**config.mk**
```make
export PLATFORM = sky130hd
export DESIGN_NAME = bj_round_ctrl_flat
export DESIGN_NICKNAME = d
export VERILOG_FILES = /design/src/rtl/bj_round_ctrl_if.sv /design/src/rtl/bj_round_ctrl.sv /design/src/flat_wrapper.sv
export SDC_FILE = /design/constraint.sdc
export NUM_CORES = 1
export LEC_CHECK = 0
export BUFFER_PORTS_ARGS = -buffer_cell sky130_fd_sc_hd__buf_4
export CORE_ASPECT_RATIO = 0.5
export CORE_UTILIZATION = 25
export DETAILED_ROUTE_END_ITERATION = 8
export PLACE_DENSITY_LB_ADDON = 0.25
export REMOVE_ABC_BUFFERS = 1
export SYNTH_ARGS = -nofsm -noshare
export SYNTH_HDL_FRONTEND = slang
export SYNTH_SLANG_ARGS = --single-unit
```
**constraint.sdc**
```tcl
create_clock -name clk_200Hz -period 5.3 [get_ports clk_200Hz]
set_input_delay 1.325 -clock clk_200Hz [delete_from_list [all_inputs] [get_ports clk_200Hz]]
set_output_delay 1.325 -clock clk_200Hz [all_outputs]
set_load 0.02 [all_outputs]
```
**src/rtl/bj_round_ctrl_if.sv**
```systemverilog
// Card source handshake for the blackjack round sequencer.
// The sequencer is master (raises card_req); the random card source is slave.
interface bj_round_ctrl_if;
  logic       card_req;
  logic       card_valid;
  logic [3:0] card_idx;

  modport master (
    output card_req,
    input  card_valid,
    input  card_idx
  );

  modport slave (
    input  card_req,
    output card_valid,
    output card_idx
  );
endinterface

```
**src/rtl/bj_round_ctrl.sv**
```systemverilog
// Blackjack round sequencer: deal, player turn, dealer play, resolve, tallies.
// Build option BJ_SOFT17_HIT_EN: dealer also hits a soft 17.
module bj_round_ctrl #(
  parameter int DEALER_STAND = 17,
  parameter int CNT_W        = 16
) (
  input  logic             clk_200Hz,
  input  logic             rst,
  input  logic             start,
  input  logic             hit,
  input  logic             stay,
  bj_round_ctrl_if.master  card,
  output logic [4:0]       player_total,
  output logic [4:0]       dealer_total,
  output logic             player_turn,
  output logic             round_done,
  output logic [1:0]       result,
  output logic [CNT_W-1:0] wins,
  output logic [CNT_W-1:0] pushes,
  output logic [CNT_W-1:0] losses
);

  typedef enum logic [3:0] {
    IDLE, DEAL_P1, DEAL_D1, DEAL_P2, DEAL_D2,
    PLAYER, P_DRAW, DEALER, D_DRAW, RESOLVE, DONE
  } state_t;

  localparam logic [4:0] LP_STAND = 5'(DEALER_STAND);
  localparam logic [1:0] RES_WIN  = 2'b01;
  localparam logic [1:0] RES_PUSH = 2'b10;
  localparam logic [1:0] RES_LOSS = 2'b11;

  state_t           r_state;
  state_t           w_next;
  logic [4:0]       r_ptot;
  logic [4:0]       r_dtot;
  logic [3:0]       r_psoft;
  logic [3:0]       r_dsoft;
  logic             r_gap;
  logic             r_done;
  logic [1:0]       r_result;
  logic [CNT_W-1:0] r_wins;
  logic [CNT_W-1:0] r_pushes;
  logic [CNT_W-1:0] r_losses;

  logic             w_req;
  logic             w_turn;
  logic             w_accept;
  logic             w_tgt_p;
  logic             w_ace;
  logic [3:0]       w_val;
  logic [4:0]       w_tot;
  logic [3:0]       w_soft;
  logic [5:0]       w_sum;
  logic [3:0]       w_soft_inc;
  logic [4:0]       w_new_tot;
  logic [3:0]       w_new_soft;
  logic             w_dhit;
  logic [1:0]       w_res;
  logic             w_start_ok;

  assign w_accept   = w_req && card.card_valid;
  assign w_start_ok = (r_state == IDLE || r_state == DONE) && start;
  assign w_tgt_p    = (r_state == DEAL_P1) || (r_state == DEAL_P2)
                   || (r_state == P_DRAW);
  assign w_ace      = (card.card_idx == 4'd0);

  // Card rank to point value; an ace counts 11 until corrected.
  always_comb begin
    w_val = 4'd10;
    unique case (1'b1)
      (card.card_idx == 4'd0): w_val = 4'd11;
      (card.card_idx >= 4'd1 && card.card_idx <= 4'd9):
        w_val = card.card_idx + 4'd1;
      (card.card_idx >= 4'd10): w_val = 4'd10;
    endcase
  end

  // Add the incoming card to its hand with at most one soft-ace correction.
  always_comb begin
    w_tot      = w_tgt_p ? r_ptot  : r_dtot;
    w_soft     = w_tgt_p ? r_psoft : r_dsoft;
    w_sum      = {1'b0, w_tot} + {2'b00, w_val};
    w_soft_inc = w_soft + {3'b000, w_ace};
    w_new_tot  = w_sum[4:0];
    w_new_soft = w_soft_inc;
    if (w_sum > 6'd21 && w_soft_inc != 4'd0) begin
      w_new_tot  = 5'(w_sum - 6'd10);
      w_new_soft = w_soft_inc - 4'd1;
    end
  end

  // Dealer draw decision, optionally hitting a soft 17.
  always_comb begin
    w_dhit = (r_dtot < LP_STAND);
`ifdef BJ_SOFT17_HIT_EN
    if (r_dtot == 5'd17 && r_dsoft != 4'd0) w_dhit = 1'b1;
`endif
  end

  // Outcome ranking: player bust, dealer bust, tie, higher total.
  always_comb begin
    w_res = RES_LOSS;
    unique case (1'b1)
      (r_ptot > 5'd21): w_res = RES_LOSS;
      (r_ptot <= 5'd21 && r_dtot > 5'd21): w_res = RES_WIN;
      (r_ptot <= 5'd21 && r_dtot <= 5'd21 && r_ptot == r_dtot):
        w_res = RES_PUSH;
      (r_ptot <= 5'd21 && r_dtot <= 5'd21 && r_ptot > r_dtot):
        w_res = RES_WIN;
      (r_ptot <= 5'd21 && r_dtot <= 5'd21 && r_ptot < r_dtot):
        w_res = RES_LOSS;
    endcase
  end

  // State register.
  always_ff @(posedge clk_200Hz) begin
    if (rst) r_state <= IDLE;
    else     r_state <= w_next;
  end

  // Next-state logic; stay beats hit, a 21 leaves the player turn at once.
  always_comb begin
    w_next = r_state;
    unique case (r_state)
      IDLE, DONE: if (start) w_next = DEAL_P1;
      DEAL_P1:    if (w_accept) w_next = DEAL_D1;
      DEAL_D1:    if (w_accept) w_next = DEAL_P2;
      DEAL_P2:    if (w_accept) w_next = DEAL_D2;
      DEAL_D2:    if (w_accept) w_next = PLAYER;
      PLAYER: begin
        if (r_ptot == 5'd21) w_next = DEALER;
        else if (stay)       w_next = DEALER;
        else if (hit)        w_next = P_DRAW;
      end
      P_DRAW: if (w_accept)
        w_next = (w_new_tot > 5'd21) ? RESOLVE : PLAYER;
      DEALER:  w_next = w_dhit ? D_DRAW : RESOLVE;
      D_DRAW:  if (w_accept) w_next = DEALER;
      RESOLVE: w_next = DONE;
      default: w_next = IDLE;
    endcase
  end

  // Moore outputs; a request rests one cycle after each accepted card.
  always_comb begin
    w_req  = 1'b0;
    w_turn = 1'b0;
    unique case (r_state)
      DEAL_P1, DEAL_D1, DEAL_P2, DEAL_D2, P_DRAW, D_DRAW:
        w_req = !r_gap;
      PLAYER:  w_turn = 1'b1;
      default: ;
    endcase
  end

  // Hand totals, outcome and tallies.
  always_ff @(posedge clk_200Hz) begin
    if (rst) begin
      r_ptot   <= '0;
      r_dtot   <= '0;
      r_psoft  <= '0;
      r_dsoft  <= '0;
      r_gap    <= 1'b0;
      r_done   <= 1'b0;
      r_result <= '0;
      r_wins   <= '0;
      r_pushes <= '0;
      r_losses <= '0;
    end else begin
      r_gap  <= w_accept;
      r_done <= 1'b0;
      if (w_start_ok) begin
        r_ptot   <= '0;
        r_dtot   <= '0;
        r_psoft  <= '0;
        r_dsoft  <= '0;
        r_result <= '0;
      end
      if (w_accept) begin
        if (w_tgt_p) begin
          r_ptot  <= w_new_tot;
          r_psoft <= w_new_soft;
        end else begin
          r_dtot  <= w_new_tot;
          r_dsoft <= w_new_soft;
        end
      end
      if (r_state == RESOLVE) begin
        r_result <= w_res;
        r_done   <= 1'b1;
        unique case (1'b1)
          (w_res == RES_WIN):
            if (r_wins != '1) r_wins <= r_wins + CNT_W'(1);
          (w_res == RES_PUSH):
            if (r_pushes != '1) r_pushes <= r_pushes + CNT_W'(1);
          (w_res == RES_LOSS):
            if (r_losses != '1) r_losses <= r_losses + CNT_W'(1);
          default: ;
        endcase
      end
    end
  end

  assign card.card_req = w_req;
  assign player_turn   = w_turn;
  assign round_done    = r_done;
  assign player_total  = r_ptot;
  assign dealer_total  = r_dtot;
  assign result        = r_result;
  assign wins          = r_wins;
  assign pushes        = r_pushes;
  assign losses        = r_losses;

endmodule
```
**src/flat_wrapper.sv**
```systemverilog
// flat-port wrapper written by rule: the top's interface ports become plain ports
module bj_round_ctrl_flat 
#(
  parameter int DEALER_STAND = 17,
  parameter int CNT_W        = 16
)
  (clk_200Hz, rst, start, hit, stay, player_total, dealer_total, player_turn, round_done, result, wins, pushes, losses, card_card_req, card_card_valid, card_card_idx);
  bj_round_ctrl_if card_i ();
  input  logic clk_200Hz;
  input  logic rst;
  input  logic start;
  input  logic hit;
  input  logic stay;
  output logic [4:0] player_total;
  output logic [4:0] dealer_total;
  output logic player_turn;
  output logic round_done;
  output logic [1:0] result;
  output logic [CNT_W-1:0] wins;
  output logic [CNT_W-1:0] pushes;
  output logic [CNT_W-1:0] losses;
  output wire logic [$bits(card_i.card_req)-1:0] card_card_req;
  input wire logic [$bits(card_i.card_valid)-1:0] card_card_valid;
  input wire logic [$bits(card_i.card_idx)-1:0] card_card_idx;
  assign card_card_req = card_i.card_req;
  assign card_i.card_valid = card_card_valid;
  assign card_i.card_idx = card_card_idx;
  bj_round_ctrl #(.DEALER_STAND(DEALER_STAND), .CNT_W(CNT_W)) u_core (.clk_200Hz(clk_200Hz), .rst(rst), .start(start), .hit(hit), .stay(stay), .card(card_i), .player_total(player_total), .dealer_total(dealer_total), .player_turn(player_turn), .round_done(round_done), .result(result), .wins(wins), .pushes(pushes), .losses(losses));
endmodule
```
After elaboration in Yosys (flattened, before gate mapping)
Index checks and enable logic that the tools add are counted.
{"block": "totals", "ff_bits": 74}
{"block": "classes", "addsub": 8, "n_lt_le_gt_ge": 12, "n_eq_ne": 26, "n_mux": 36, "reduce_logical": 25}
{"operator": "$mux 4", "n": 19}
{"operator": "$add 16x1->16 const B", "n": 3}
{"operator": "$ne 16x16->1 const B", "n": 3}
{"operator": "$mux 5", "n": 8}
{"operator": "$pmux 4 s10", "n": 1}
{"operator": "$eq 4x3->1 const B", "n": 4}
{"operator": "$gt 5x5->1 const B", "n": 3}
{"operator": "$eq 4x4->1 const B", "n": 3}
{"operator": "$ne 2x1->1 const B", "n": 6}
{"operator": "$pmux 4 s3", "n": 1}
{"operator": "$le 5x5->1 const B", "n": 2}
{"operator": "$logic_and 1x1->1", "n": 9}
{"operator": "$reduce_and 3->1", "n": 3}
{"operator": "$eq 4x2->1 const B", "n": 2}
{"operator": "$logic_not 4->1", "n": 2}
{"operator": "$reduce_and 8->1", "n": 1}
{"operator": "$add 5x4->6", "n": 1}
{"operator": "$gt 6x5->1 const B", "n": 1}
{"operator": "$pmux 2 s3", "n": 1}
{"operator": "$reduce_or 2->1", "n": 3}
{"operator": "$reduce_or 6->1", "n": 1}
{"operator": "$eq 5x5->1", "n": 1}
{"operator": "$eq 5x5->1 const B", "n": 1}
{"operator": "$gt 5x5->1", "n": 1}
{"operator": "other kinds (20)", "n": 27}

Longest topological paths before layout
{"block": "logic_depth", "ltp_word": 12, "mapped_depth": 14, "mapped_depth_nobuf": 14}

Least setup slack after synthesis
No wires, ideal clock.
{"block": "synth_path", "kind": "input port to flip-flop", "startpoint": "input port card_card_idx[1]", "endpoint": "register u_core.r_ptot[4], in the netlist u_core.player_total[4]", "setup_ps": 74, "arrival_ps": 4480, "required_ps": 5226, "slack_ps": 746, "cell_stages": 14, "cell_sequence": "inv_1 > ha_1 > nor4b_1 > a21oi_1 > mux2i_1 > ha_1 > fa_1 > a21o_1 > a21oi_1 > or4_1 > o22ai_1 > a211o_1 > or4_1 > a31oi_1"}
{"block": "synth_via", "elab_chain_len": 9, "word_cells_on_any_way": 16, "cone_classes": "add/sub: 4; order compare: 4; mux: 4; reduce/logical: 4"}
{"element": "start, declared", "line_no": "flat_wrapper.sv:24", "text": "input wire logic [$bits(card_i.card_idx)-1:0] card_card_idx;"}
{"element": "$ge 4x1->1 or $le 4x4->1 (tied branches)", "line_no": "bj_round_ctrl.sv:73", "text": "(card.card_idx >= 4'd1 && card.card_idx <= 4'd9):"}
{"element": "$logic_and 1x1->1", "line_no": "bj_round_ctrl.sv:73"}
{"element": "$pmux 4 s3", "line_no": "bj_round_ctrl.sv:71", "text": "unique case (1'b1)"}
{"element": "$add 5x4->6", "line_no": "bj_round_ctrl.sv:83", "text": "w_sum = {1'b0, w_tot} + {2'b00, w_val};"}
{"element": "$gt 6x5->1", "line_no": "bj_round_ctrl.sv:87", "text": "if (w_sum > 6'd21 && w_soft_inc != 4'd0) begin"}
{"element": "$logic_and 1x1->1", "line_no": "bj_round_ctrl.sv:87"}
{"element": "$mux 5 (*)", "line_no": "bj_round_ctrl.sv:87"}
{"element": "$mux 5 (*)", "line_no": "bj_round_ctrl.sv:181", "text": "if (w_tgt_p) begin"}
{"element": "$mux 5 (*)", "line_no": "bj_round_ctrl.sv:180", "text": "if (w_accept) begin"}
{"element": "end signal, assigned", "line_no": "bj_round_ctrl.sv:182", "text": "r_ptot <= w_new_tot;"}
{"element": "end, declared", "line_no": "bj_round_ctrl.sv:35", "text": "logic [4:0] r_ptot;"}
Mark *: on every way between the ends. The rest lies on a longest branch, timed or not.
A chain may end at the register's enable or synchronous reset.

Final worst setup path
{"block": "layout_path", "startpoint": "input port card_card_idx[0]", "endpoint": "register u_core.r_state[3]"}
{"block": "layout_via", "elab_chain_len": 11, "word_cells_on_any_way": 18, "cone_classes": "add/sub: 4; order compare: 5; mux: 5; reduce/logical: 4"}
{"element": "$ge 4x1->1 or $le 4x4->1 (tied branches)", "line_no": "bj_round_ctrl.sv:73"}
{"element": "$logic_and 1x1->1", "line_no": "bj_round_ctrl.sv:73"}
{"element": "$pmux 4 s3", "line_no": "bj_round_ctrl.sv:71"}
{"element": "$add 5x4->6", "line_no": "bj_round_ctrl.sv:83"}
{"element": "$gt 6x5->1", "line_no": "bj_round_ctrl.sv:87"}
{"element": "$logic_and 1x1->1", "line_no": "bj_round_ctrl.sv:87"}
{"element": "$mux 5 (*)", "line_no": "bj_round_ctrl.sv:87"}
{"element": "$gt 5x5->1 (*)", "line_no": "bj_round_ctrl.sv:137", "text": "w_next = (w_new_tot > 5'd21) ? RESOLVE : PLAYER;"}
{"element": "$mux 4 (*)", "line_no": "bj_round_ctrl.sv:137"}
{"element": "$mux 4 (*)", "line_no": "bj_round_ctrl.sv:136", "text": "P_DRAW: if (w_accept)"}
{"element": "$pmux 4 s10 (*)", "line_no": "bj_round_ctrl.sv:125", "text": "unique case (r_state)"}
{"element": "end signal, assigned", "line_no": "bj_round_ctrl.sv:119", "text": "else r_state <= w_next;"}
{"element": "end, declared", "line_no": "bj_round_ctrl.sv:33", "text": "state_t r_state;"}
Mark *: on every way between the ends. The rest lies on a longest branch, timed or not. The select of a mux whose other input is x is not followed.

==> summary.txt <==
PD cells: 423 nW/um^2
Post-CTS Hold Fix Bufs: 0
Share of cells above drive strength 1: 18.7%
Crit Path Category: in2reg
Combinational family with the most area after synthesis: simple AND/OR/NAND/NOR gates
DR WL met2: 5.40 mm
Min cycle time layout: 4.64 ns
Die area: 18700 sq um
Mux cell area share after synthesis: 5.49%
Status: complete, but fails checks
Main synth FF type: dfxtp_1
Htree depth: 3
Max Fanout on Critical Path: 5
Placer Congestion: 0.855
Area Overhead vs Synth: 23.7%
Peak supply drop: 162 uV
Via Count: 4240
First-pass GRT wire length: 19.4 mm
P_leak: 2.18 nW
DP Area: 5290 sq um
EDFF count, synth: 0
Rel. slew slack: 32.2%
Post-route DRC: 8
ANT nets after route: 0
Maxcap violations: 0
Xor-xnor portion of the synthesized cell area: 6.37%
Clock Path Buffers: 2
Violated checks: design-rule violations
Detailed Route WL: 11.9 mm
Measured slew at the worst slew-check pin: 1.01 ns
I/O pin total: 73
Synth Area in Compound Gates: 16.6%
Worst Setup SP: card_card_idx[0]
Fin nets: 652
Area of the multi-input gates: 2860 sq um
Post-Synth Adder-Cell Area: 6.24%
Worst reg2reg path startpoint: u_core.r_state[0]
Dpl hpwl: 8.62 mm
Total core area: 17600 sq um
R2R setup slack: 1.04 ns
CTS resizes: 0
Remaining Overflow, GRT: 0
Post-synth cell types: 61
Vias/cell: 4.94
Worst Clk Skew: 0.00447 ns
Worst setup EP type: flop
Sequential standard cell area: 1480 sq um
# rows: 34
Pins Over Slew Limit: 0
Async S/R FF share, synth: 0%
Width of the die: 192 microns
Yosys warnings: 0
Seq/Total Area, Yosys: 32.7%
Post-Synth Simple-Gate Area: 28.4%
Highest Clock Rate: 0.216 GHz
Critical Path End: u_core.r_state[3]
Min-delay worst type: reg2reg
Reg-to-Reg End: u_core.r_state[3]
Arrival time at the worst endpoint: 4.86 ns
Initial Util: 25.8%
Die Ht: 97.2 microns
Req. time, crit path: 5.53 ns
Unrepaired setup endpoints after global routing: false
Final Hold Violating Endpoints: 0
Post-CTS Setup Inserts: 0
CTS tree: done
Drt first-iter violations: 203
CP startpoint kind: input port
Pre-CTS setup slack: 0.367 ns
Post-route design area: 5610 sq um
Tot GR Track Use: 12.8%
TritonCTS Buffers: 9
Top sig layer: met4
TNS Setup: 0 ns
Antenna violations before repair: 0
Most frequent cells in the layout: buf_4 (74), dfxtp_1 (74), nor2_1 (69), a21oi_1 (37), nand2_1 (30)
Avg Cell Area, Syn: 8.16 sq um
Sink Count: 74
Worst setup margin: 0.665 ns
Worst hold slack: 0.463 ns
Worst-skew pair later-pin latency: 0.33 ns
Met1 Wirelength: 5.96 mm
Post-Syn Area: 4530 sq um
Final Cycle Share: 87.5%
Vias in the first global route: 3714
Worst-path clk slew: 0.06 ns
IO Port Bufs: 72
Inserted Diodes: 0
Routed wl met3: 459 microns
Reg2Reg Depth: 12
Fill cell count: 1877
# setup viols final: 0
DRT Pass-1 Iters: 6
Wire per inst: 13.9 microns
CTS root buffer: clkbuf_16
Mapped Cells: 556
Largest net degree at the start of global routing: 81
Synthesized flop and latch total: 74
## metrics by stage
step / total power [mW] / util (%) / std cells
after global placement: 1.71 / 30.1 / 843
final: 2.37 / 31.9 / 859
after CTS: 2.39 / 31.9 / 859
after floorplan: 1.43 / - / 535
after detailed placement: 1.72 / 30.1 / 843
after global routing: 2.54 / 31.9 / 859
## cells by family after synthesis
| logic type | after synthesis |
|---|---|
| and+or+nand+nor | 243 |
| muxes | 23 |
| DFF | 74 |
| buffers and inverters | 48 |
| adders and majority gates | 22 |
| xor gates and xnor gates | 33 |
| AOI/OAI and AO/OA | 113 |
## worst max-delay path: stages
cell     delay [ns]
buf_4          0.13
inv_1          0.10
ha_1           0.17
nor4b_1        0.33
a21oi_1        0.14
mux2i_1        0.15
ha_1           0.24
fa_1           0.41
xnor2_1        0.39
nor2_1         0.12
nor4_1         0.65
a211o_1        0.31
o21ai_0        0.16
a41o_1         0.24
## layout make-up
type,instances,share of cell area (%)
well taps,234,5.22
flip-flops and latches,74,26.4
inverters,27,1.81
clock buffers,9,4.02
multi-input cells,434,51.0
clock inverters,7,1.67
repair buffers,74,9.91
## how the worst min path moves through the flow
stage               cells after the start  slack, ns           endpoint               from
finish                                  2       0.46  u_core.r_psoft[0]  u_core.r_psoft[0]
global route                            2       0.49  u_core.r_psoft[0]  u_core.r_psoft[0]
CTS                                     2       0.47  u_core.r_dsoft[0]  u_core.r_dsoft[0]
detailed placement                      2       0.45  u_core.r_dsoft[0]  u_core.r_dsoft[0]
global placement                        2       0.43  u_core.r_dsoft[0]  u_core.r_dsoft[0]
floorplan                               2       0.42  u_core.r_dsoft[0]  u_core.r_dsoft[0]
## synthesized netlist by cell type (5+ instances only)
master	count	share of area (%)
dfxtp_1	74	33
nor2_1	69	5.7
a21oi_1	37	4.1
nand2_1	30	2.5
inv_1	27	2.2
nand3_1	22	2.4
ha_1	21	5.8
o21ai_0	19	2.1
nand4_1	18	2.5
nor3_1	18	2.0
xnor2_1	17	3.3
clkbuf_1	16	1.3
xor2_1	16	3.1
mux2_2	15	3.7
nor4_1	14	1.9
nor2b_1	11	1.5
or4_1	11	1.8
a22o_1	8	1.5
mux2i_1	8	1.8
nor3b_1	8	1.3
o31ai_1	8	1.3
or3_1	8	1.1
a21o_1	7	1.2
and2_1	6	0.83
nand2b_1	6	0.83
o21bai_1	6	0.99
or2_2	5	0.69
## layer usage
layer | global-route usage [%] | up-vias
met4 | 3.33 | 0
met2 | 19.5 | 77
li1 | - | 2150
met5 | 0 | -
met3 | 2.49 | 12
met1 | 18.3 | 2001
## flip-flops by register name (all words and copies together) (netlist names)
name,cells
u_core.losses,16
u_core.pushes,16
u_core.wins,16
u_core.dealer_total,5
u_core.player_total,5
u_core.r_dsoft,4
u_core.r_psoft,4
u_core.r_state,4
u_core.result,2
u_core.r_gap,1
u_core.round_done,1
## power breakdown
part	internal (mW)	leakage (nW)	switching, mW	total [mW]
clock	0.411	0.151	0.241	0.652
combinational	0.402	1.44	0.658	1.06
sequential	0.597	0.597	0.0642	0.661
total	1.41	2.18	0.963	2.37
Power figures use the tool's default switching activity.
